File: src/rtl/uart_tx_param.sv
// uart_tx_param: parametrised UART transmitter, FSM + shift register + parity.
// Define UART_TX_BREAK_EN to add the tx_break input and the BREAK state.
module uart_tx_param #(
  parameter int DATA_W    = 8,
  parameter int STOP_BITS = 1
) (
  input  logic              clk,
  input  logic              rstn,
  input  logic              baud_tick,
  input  logic              tx_start,
  input  logic [DATA_W-1:0] tx_data,
  input  logic              parity_en,
  input  logic              parity_odd,
`ifdef UART_TX_BREAK_EN
  input  logic              tx_break,
`endif
  output logic              tx_ready,
  output logic              tx_busy,
  output logic              tx_done,
  output logic              tx
);

  localparam int CW = $clog2(DATA_W);

`ifdef UART_TX_BREAK_EN
  typedef enum logic [2:0] {
    S_IDLE, S_SYNC, S_START, S_DATA,
    S_PARITY, S_STOP, S_BREAK
  } state_t;
`else
  typedef enum logic [2:0] {
    S_IDLE, S_SYNC, S_START, S_DATA,
    S_PARITY, S_STOP
  } state_t;
`endif

  state_t              r_state;
  state_t              w_state_nxt;
  logic [DATA_W-1:0]   r_shreg;
  logic [DATA_W-1:0]   w_shreg_nxt;
  logic [CW-1:0]       r_bit_cnt;
  logic                r_stop_cnt;
  logic                r_par_en;
  logic                r_par_bit;
  logic                r_tx;
  logic                r_busy;
  logic                w_tx_nxt;
  logic                w_accept;
  logic                w_last_bit;
  logic                w_last_stop;
  logic                w_brk;

`ifdef UART_TX_BREAK_EN
  assign w_brk = tx_break;
`else
  assign w_brk = 1'b0;
`endif

  // Break wins over a simultaneous start request.
  assign w_accept    = tx_start & tx_ready & ~w_brk;
  assign w_last_bit  = (r_bit_cnt == CW'(DATA_W - 1));
  assign w_last_stop = (STOP_BITS == 1) ? 1'b1 : r_stop_cnt;

  always_ff @(posedge clk or negedge rstn) begin
    if (!rstn) begin
      r_state <= S_IDLE;
      r_tx    <= 1'b1;
      r_busy  <= 1'b0;
    end else begin
      r_state <= w_state_nxt;
      r_tx    <= w_tx_nxt;
      r_busy  <= (w_state_nxt != S_IDLE);
    end
  end

  always_comb begin
    w_state_nxt = r_state;
    unique case (r_state)
      S_IDLE: begin
        if (w_brk)
          w_state_nxt = S_IDLE_BRK();
        else if (w_accept)
          w_state_nxt = S_SYNC;
      end
      S_SYNC:
        if (baud_tick) w_state_nxt = S_START;
      S_START:
        if (baud_tick) w_state_nxt = S_DATA;
      S_DATA:
        if (baud_tick && w_last_bit)
          w_state_nxt = r_par_en ? S_PARITY : S_STOP;
      S_PARITY:
        if (baud_tick) w_state_nxt = S_STOP;
      S_STOP:
        if (baud_tick && w_last_stop)
          w_state_nxt = S_IDLE;
`ifdef UART_TX_BREAK_EN
      S_BREAK:
        if (baud_tick && !tx_break)
          w_state_nxt = S_IDLE;
`endif
      default: w_state_nxt = S_IDLE;
    endcase
  end

  function automatic state_t S_IDLE_BRK();
`ifdef UART_TX_BREAK_EN
    return S_BREAK;
`else
    return S_IDLE;
`endif
  endfunction

  always_comb begin
    w_shreg_nxt = r_shreg;
    if (w_accept)
      w_shreg_nxt = tx_data;
    else if (baud_tick && r_state == S_DATA)
      w_shreg_nxt = r_shreg >> 1;
  end

  // tx is registered, so it is derived from the state being entered.
  always_comb begin
    w_tx_nxt = 1'b1;
    tx_ready = (r_state == S_IDLE);
    tx_done  = (r_state == S_STOP) & baud_tick & w_last_stop;
    unique case (w_state_nxt)
      S_START:  w_tx_nxt = 1'b0;
      S_DATA:   w_tx_nxt = w_shreg_nxt[0];
      S_PARITY: w_tx_nxt = r_par_bit;
`ifdef UART_TX_BREAK_EN
      S_BREAK:  w_tx_nxt = 1'b0;
`endif
      default:  w_tx_nxt = 1'b1;
    endcase
  end

  always_ff @(posedge clk or negedge rstn) begin
    if (!rstn) begin
      r_shreg    <= '0;
      r_bit_cnt  <= '0;
      r_stop_cnt <= 1'b0;
      r_par_en   <= 1'b0;
      r_par_bit  <= 1'b0;
    end else begin
      r_shreg <= w_shreg_nxt;
      if (w_accept) begin
        r_par_en  <= parity_en;
        r_par_bit <= parity_odd ? ~^tx_data : ^tx_data;
      end
      if (baud_tick) begin
        r_bit_cnt  <= (r_state == S_DATA)
                    ? r_bit_cnt + CW'(1) : '0;
        r_stop_cnt <= (r_state == S_STOP)
                    ? ~r_stop_cnt : 1'b0;
      end
    end
  end

  assign tx      = r_tx;
  assign tx_busy = r_busy;

endmodule
File: config.mk
export PLATFORM = sky130hd
export DESIGN_NAME = uart_tx_param
export DESIGN_NICKNAME = d
export VERILOG_FILES = /design/src/rtl/uart_tx_param.sv
export SDC_FILE = /design/constraint.sdc
export NUM_CORES = 1
export LEC_CHECK = 0
export CAP_MARGIN = 10
export CORE_MARGIN = 4
export CORE_UTILIZATION = 58
export DETAILED_ROUTE_END_ITERATION = 12
export DONT_BUFFER_PORTS = 1
export HOLD_SLACK_MARGIN = 0.05
export PLACE_DENSITY = 0.77
export SYNTH_ARGS = -nofsm -noshare
export SYNTH_HDL_FRONTEND = slang
export SYNTH_SLANG_ARGS = --single-unit
File: constraint.sdc
create_clock -name clk -period 2.1 [get_ports clk]
set_input_delay 0.21 -clock clk [delete_from_list [all_inputs] [get_ports clk]]
set_output_delay 0.21 -clock clk [all_outputs]
set_load 0.03 [all_outputs]
==> After elaboration in Yosys (flattened, before gate mapping) <==
Index checks and enable logic that the tools add are counted.
Widths: inputs -> output; s select.
{ "classes": {"addsub": 1, "multipliers": 0, "n_div": 0, "order_cmp": 0, "n_eq_ne": 9, "shifts": 0, "n_mux": 13, "n_bitwise": 2, "reduce_logical": 7} }
{ "ops": {"columns": ["operator", "n"], "rows": [
  ["$mux 3", 7],
  ["$pmux 3 s6", 1],
  ["$mux 8", 2],
  ["$eq 3x2->1 const B", 4],
  ["$eq 3x3->1 const B", 4],
  ["$reduce_xnor 8->1", 1],
  ["$reduce_xor 8->1", 1],
  ["$add 3x1->3 const B", 1],
  ["$eq 3x1->1 const B", 1],
  ["$logic_not 3->1", 1],
  ["$pmux 1 s3", 1],
  ["$reduce_bool 3->1", 1],
  ["$and 1x1->1", 2],
  ["$logic_and 1x1->1", 2],
  ["$mux 1", 2],
  ["$reduce_bool 2->1", 1]
]} }
{ "totals": {"register_bits": 18, "latch_bits": 0, "ram_bits": 0, "mem_bits_ro": 0, "input_bits": 14, "output_inout_bits": 4, "mem_count": 0} }

==> Depth between registers and ports, before layout <==
Gate-level depths: netlist of the first run.
{ "depth": {"ltp_word": 6, "ltp_mapped": 7} }

==> Worst setup path after synthesis of the first run <==
No wires, ideal clock.
{ "synth_path": {"path_kind": "reg2reg", "start": "reg r_state[0]", "end": "reg r_tx (netlist: tx)", "arrival_time_ns": 1.639, "slack_ns": 0.393, "path_stages_with_launch": 6, "path_buffers": 1, "synth_period_minus_slack_ns": 1.707, "cell_sequence": "dfrtp_1 nor3_2 and2_1 buf_6 mux2_4 a2bb2oi_2"} }
{ "synth_via": {"elab_chain_len": 6, "elab_cells_between_ends": 21, "classes_between": "eq/ne (8); mux (10); bitwise (1); reduce/logical (2)"} }
{ "synth_lines": {"columns": ["item", "line", "source"], "rows": [
  ["from (decl)", "37", "state_t r_state;"],
  ["from (signal assigned)", "70", "r_state <= w_state_nxt;"],
  ["$logic_not 3->1 (*)", "125", "tx_ready = (r_state == S_IDLE);"],
  ["net tx_ready", "17", "output logic tx_ready,"],
  ["$and 1x1->1", "60", "assign w_accept = tx_start & tx_ready & ~w_brk;"],
  ["$mux 3", "82", "else if (w_accept)"],
  ["$pmux 3 s6", "78", "unique case (r_state)"],
  ["$eq 3x3->1 / $eq 3x2->1 (equally long branches)", "127", "unique case (w_state_nxt)"],
  ["$pmux 1 s3 (*)", "127", null],
  ["net w_tx_nxt", "47", "logic w_tx_nxt;"],
  ["to (signal assigned)", "71", "r_tx <= w_tx_nxt;"],
  ["to (decl)", "45", "logic r_tx;"]
]} }
The timed path passes the listed nets; every way through them passes the cells marked *. The select of a mux whose other input is x is not followed.
A chain may end at the register's enable or synchronous reset.

==> Final worst setup path of the first run <==
{ "layout_path": {"start": "reg r_state[1]", "end": "out tx_done"} }
{ "layout_via": {"elab_chain_len": 2} }
{ "layout_lines": {"columns": ["item", "line", "source"], "rows": [
  ["$eq 3x3->1", "126", "tx_done = (r_state == S_STOP) & baud_tick & w_last_stop;"],
  ["$and 1x1->1", "126", null],
  ["to (decl)", "19", "output logic tx_done,"]
]} }
Every way passes these cells.

==> run metrics, run 1 <==
Tcrit/Tclk final 79.9%; worst hold start tx_data[3]; CP required 1.89 ns; Startpoint Class flip-flop; first-pass GRT wire length 3060 um; crit path max fanout 9; final hold violations 0; initial DRC count 4; Worst-path clk slew 0.11 ns; # Max-Cap Violations 0; Reg-to-Reg End tx_busy$_DFF_PN0_; CTS tree done; flop2flop setup slack 0.55 ns; CP top delay family simple AND/OR/NAND/NOR gates; Worst Tran Pin Value 0.781 ns; Slew Limit Headroom 47.7%; Vias/cell 5.69; pre-CTS WS 0.590 ns; Critical Path End Type output port; slack of the critical path 0.422 ns; GRT overflow 0; Worst Setup Path Type flip-flop to output port; DRC 0; Worst Hold Class input pin to flip-flop; RR Startpoint r_bit_cnt[0]$_DFFE_PN0P_; Die ar. 2350 um2; # nets final 109; mapped cell area 951 um2; Leak Pwr 0.483 nW; Pins Over Slew Limit 0; status finished clean; Clk pwr share 16.5%; Wirelength per Cell 15.9 um; # placed instances 99; CP Cell Sequence or2b_1 -> nor2_1; total CTS buffers 3; via count 615; Seq pwr share 50.4%; CTS max path bufs 2; crit-path max cell delay 0.48 ns; number of global-route vias before repair 711; P_sw 0.348 mW; Synth Register Bits 18; Max VDD drop 0.559 mV; # diodes 0; skew final 0.0123 ns; CP max-delay cell dfrtp_1; endpoints failing setup 0; Min Hold Slack 0.0456 ns; Achievable Freq 0.596 GHz; Gate Count Post-Synth 84; fin cells 108; sequential share of the synthesized area 47.5%; Die Y 48.5 um; Tmin final 1.68 ns; Netlist cell types 30; CP bufs+invs 0; synth warn 0; All-Layer GR Usage 16.1%; unrepaired setup endpoints after global routing no; clk sinks 18; root buf cell clkbuf_4; worst hold path cell count 2; hold endpoint r_shreg[3]$_DFFE_PN0P_; Starting Density 62.4%; initial antenna violation count 0; CTS HTree Levels 1; layout cells sized above 1 13.0%; pwr dens 1030 nW/um2; Internal 0.715 mW; Finished Cell Area 1030 um2; setup TNS 0 ns; Die X 48.5 um; IO Pins 18; IO buf count 0; dpl hpwl 1290 um; Worst-Skew Late Latency 0.29 ns; # rows 14; hold buffers post-CTS 5; Area Growth Syn to Fin 8.42%; Setup Buffers After CTS 0; routed wire length 1720 um; Power Total 1.06 mW; core area 1520 um2; routability cong. 0.793; cts repair resizes 0; worst r2r path cells 5; combinational power share 33.1%; Synthesized Nets 100; final core utilization 67.7%; Arr. time, crit path 1.47 ns; placed cell area 955 um2; syn avg cell area 11.3 um2; pin count of the biggest net entering global routing 19; antenna viol nets, final 0; Switching Fraction 32.7%; first drt pass iteration count 4
-- logic make-up (layout without fill, tap and decap cells) --
kind of cell,count (synthesis),in the layout,synth area share [%]
AOI/OAI and AO/OA,18,18,14.1
adders and majority gates,2,2,2.63
muxes,10,10,11.2
and+or+nand+nor,19,19,10.3
DFF,18,18,47.5
buffers and inverters,10,18,6.45
xor gates and xnor gates,7,7,7.89
-- worst max-delay path by stage --
stage | depth (start not counted) | slack, ns | startpoint | end
6_report | 2 | 0.42 | r_state[1]$_DFF_PN0_ | tx_done
5_1_grt | 2 | 0.34 | r_state[1]$_DFF_PN0_ | tx_done
4_1_cts | 2 | 0.41 | r_state[1]$_DFF_PN0_ | tx_done
3_5_place_dp | 5 | 0.59 | r_bit_cnt[0]$_DFFE_PN0P_ | tx_busy$_DFF_PN0_
3_3_place_gp | 5 | 0.62 | r_bit_cnt[0]$_DFFE_PN0P_ | tx_busy$_DFF_PN0_
2_1_floorplan | 5 | 0.39 | r_state[0]$_DFF_PN0_ | tx$_DFF_PN1_
-- placed cells by master (no fill, tap or decap), types with 2 or more instances in the layout --
| master | n |
|---|---|
| dlygate4sd3_1 | 5 |
| nand2_1 | 9 |
| dfrtp_1 | 17 |
| mux2i_1 | 8 |
| clkbuf_4 | 3 |
| o21ai_0 | 8 |
| xor2_1 | 2 |
| inv_1 | 6 |
| xnor2_1 | 4 |
| buf_4 | 3 |
| ha_1 | 2 |
| and2_1 | 2 |
| nor2_1 | 2 |
| a22o_1 | 2 |
| a21oi_1 | 2 |
-- power groups by stage --
stage	Combinational, mW	Clock, mW	Sequential [mW]
finish	0.351	0.175	0.536
global route	0.393	0.192	0.553
CTS	0.355	0.176	0.536
detailed placement	0.339	0	0.544
global placement	0.331	0	0.538
floorplan	0.325	0	0.511
-- cell usage after synthesis, drive strengths merged --
cell     number  area share, %
a22o          2            1.8
nor3          2            1.6
a2bb2oi       1            1.6
o21ai         8            4.2
o211a         1            1.1
o22ai         1           0.66
inv           6            2.4
nand2         9            3.6
or2b          1           0.79
or3           1           0.66
xnor2         4            3.7
mux2i         8            8.4
ha            2            2.6
xnor3         1            2.4
mux2          2            2.8
buf           4            4.1
dfstp         1            2.8
a22oi         1           0.79
o221a         1            2.1
a21oi         2            1.1
dfrtp        17             45
nand4         1           0.66
nor2          2           0.79
xor2          2            1.8
nand4b        1           0.92
and2          2            1.3
a21boi        1           0.79
-- per-layer routing --
metal  part of all wire, %  GRT usage [%]
met1                    44           19.4
met3                   6.3           4.91
met4                  0.93           7.17
met2                    49           26.1
met5                     0              0
-- cell type report --
| cell class | instances | area (um2) |
|---|---|---|
| fillers | 127 | 493 |
| flip-flops and latches | 18 | 452 |
| multi-input cells | 56 | 438 |
| repair buffers | 8 | 72.6 |
| clock buffers | 4 | 26.3 |
| inverters | 6 | 22.5 |
| well taps | 16 | 20.0 |
-- flip-flops by register name, indices dropped and copies added (netlist names) --
| signal | count |
|---|---|
| r_state | 3 |
| r_par_en | 1 |
| tx_busy | 1 |
| r_bit_cnt | 3 |
| r_par_bit | 1 |
| r_shreg | 8 |
| tx | 1 |
No activity file was read; power rests on OpenSTA's default activity.
==> run 2: changes to the inputs <==
==> constraint.sdc (replaced) <==
create_clock -name clk -period 1.7 [get_ports clk]
set_input_delay 0.17 -clock clk [delete_from_list [all_inputs] [get_ports clk]]
set_output_delay 0.17 -clock clk [all_outputs]
set_load 0.03 [all_outputs]
==> run metrics, run 2 (synthesis results as in run 1) <==
CTS tree done; crit path max fanout 3 (-6); Slew Limit Headroom 46.5% (-1.2 points); IO Pins 18 (unchanged); CTS max path bufs 2 (unchanged); Worst Tran Pin Value 0.800 ns (+0.0183 ns); Vias/cell 5.78 (+1.5%); combinational power share 33.4% (+0.3 points); Internal 0.891 mW (+25%); CP bufs+invs 0 (unchanged); setup TNS 0 ns (unchanged); DRC 0 (unchanged); IO buf count 0 (unchanged); crit-path max cell delay 0.38 ns (-0.10 ns); cts repair resizes 0 (unchanged); Worst Hold Class input pin to flip-flop; pwr dens 1200 nW/um2 (+16%); pin count of the biggest net entering global routing 19 (unchanged); GRT overflow 0 (unchanged); status finished clean; routed wire length 1590 um (-7.9%); Area Growth Syn to Fin 15.1%; Achievable Freq 0.647 GHz; via count 659 (+7.2%); total CTS buffers 3 (unchanged); skew final 0.0109 ns (-0.00146 ns); slack of the critical path 0.154 ns (-0.268 ns); Top Registers r_shreg x8, r_bit_cnt x3, r_state x3; Reg-to-Reg End tx_busy$_DFF_PN0_; max FFs per register 8 (unchanged); layout cells sized above 1 13.3% (+0.22 points); Startpoint Class flip-flop; Crit path depth 5 (+3); core area 1520 um2 (unchanged); Pins Over Slew Limit 0 (unchanged); endpoints failing setup 0 (unchanged); P_sw 0.417 mW (+20%); Worst Setup Path Type flip-flop to flip-flop; Worst-Skew Late Latency 0.28 ns (about the same); Seq pwr share 50.9% (+0.5 points); CP max-delay cell dfrtp_1; Starting Density 62.4% (unchanged); # nets final 115 (+5.5%); number of global-route vias before repair 683 (-3.9%); Die Y 48.5 um (unchanged); antenna viol nets, final 0 (unchanged); most frequent cells in the layout dfrtp_1 (17), dlygate4sd3_1 (10), nand2_1 (9); worst hold path cell count 3 (+1); first drt pass iteration count 4 (unchanged); Tcrit/Tclk final 91.0%; Leak Pwr 0.509 nW (+5.4%); pre-CTS WS 0.178 ns (-0.412 ns); initial antenna violation count 0 (unchanged); dpl hpwl 1140 um (-11%); root buf cell clkbuf_4; # diodes 0 (unchanged); Clk pwr share 15.7% (-0.8 points); Switching Fraction 31.9% (-0.83 points); most common cell after layout, fill and taps aside dfrtp_1; final hold violations 0 (unchanged); Tmin final 1.55 ns; Top cell by count, worst path ha_1; flop2flop setup slack 0.15 ns (-0.40 ns); routability cong. 0.798 (+0.63%); clk sinks 18 (unchanged); All-Layer GR Usage 15.1% (-0.97 points); Critical Path End Type flip-flop; CP Capture Point tx_busy$_DFF_PN0_; Reg with most FFs r_shreg; initial DRC count 8 (+4); CP Cell Sequence ha_1 -> ha_1 -> a21boi_0 -> o221a_4 -> or3_1; Crit. Startpoint r_bit_cnt[0]$_DFFE_PN0P_; Min Hold Slack 0.119 ns (+0.0734 ns); worst r2r path cells 5 (unchanged); CP required 1.86 ns (-0.03 ns); Die ar. 2350 um2 (unchanged); CP top delay family flip-flops; RR Startpoint r_bit_cnt[0]$_DFFE_PN0P_; Max VDD drop 0.705 mV (+26%); first-pass GRT wire length 2800 um (-8.3%); unrepaired setup endpoints after global routing no; # rows 14 (unchanged); Wirelength per Cell 13.9 um (-13%); Arr. time, crit path 1.70 ns (+0.23 ns); Worst-path clk slew 0.10 ns (about the same); # Max-Cap Violations 0 (unchanged); CTS HTree Levels 1 (unchanged); Die X 48.5 um (unchanged)
-- run 2: layout make-up --
type,instances,area [um2]
clock buffers,4,26.3
fillers,113,429
inverters,6,22.5
multi-input cells,56,444
flip-flops and latches,18,452
well taps,16,20.0
repair buffers,14,130
-- run 2: how the worst min path moves through the flow --
| stage | start | endpoint |
|---|---|---|
| 6_report | tx_data[0] | tx$_DFF_PN1_ |
| 5_1_grt | tx_data[0] | tx$_DFF_PN1_ |
| 4_1_cts | baud_tick | r_bit_cnt[2]$_DFFE_PN0P_ |
| 3_5_place_dp | rstn | tx_busy$_DFF_PN0_ |
| 3_3_place_gp | rstn | r_state[2]$_DFF_PN0_ |
| 2_1_floorplan | rstn | r_bit_cnt[0]$_DFFE_PN0P_ |
-- run 2: routing by layer --
layer	vias to the layer above	GRT usage, %	wire [um]
li1	317	-	-
met1	323	17.3	676
met2	17	25.7	795
met3	2	4.60	101
met4	0	6.73	13
met5	-	0	0
-- run 2: what timing repair did --
item	4_1_cts	5_1_grt
endpoints found under the setup margin	0	0
buffers inserted	0	0
hold endpoints to repair	27	0
hold buffers	10	0
-- run 2: worst min-delay path: stages --
cell	delay, ns
inv_1	0.04
mux2_4	0.14
a2bb2oi_2	0.04
-- run 2: per-stage QoR --
stage | cells | instance area [um2] | total power [mW] | utilization (%)
3_3_place_gp | 100 | 968 | 1.08 | 63.5
3_5_place_dp | 100 | 968 | 1.09 | 63.5
5_1_grt | 114 | 1090 | 1.41 | 71.8
4_1_cts | 114 | 1090 | 1.32 | 71.8
6_report | 114 | 1090 | 1.31 | 71.8
2_1_floorplan | 84 | 957 | 1.04 | -
-- run 2: power groups by stage --
stage                     logic, mW  clock network (mW)  registers, mW
after floorplan               0.405                   0          0.635
after global placement        0.409                   0          0.670
after detailed placement      0.413                   0          0.677
after CTS                     0.443               0.214          0.667
after global routing          0.493               0.232          0.687
final                         0.437               0.206          0.666
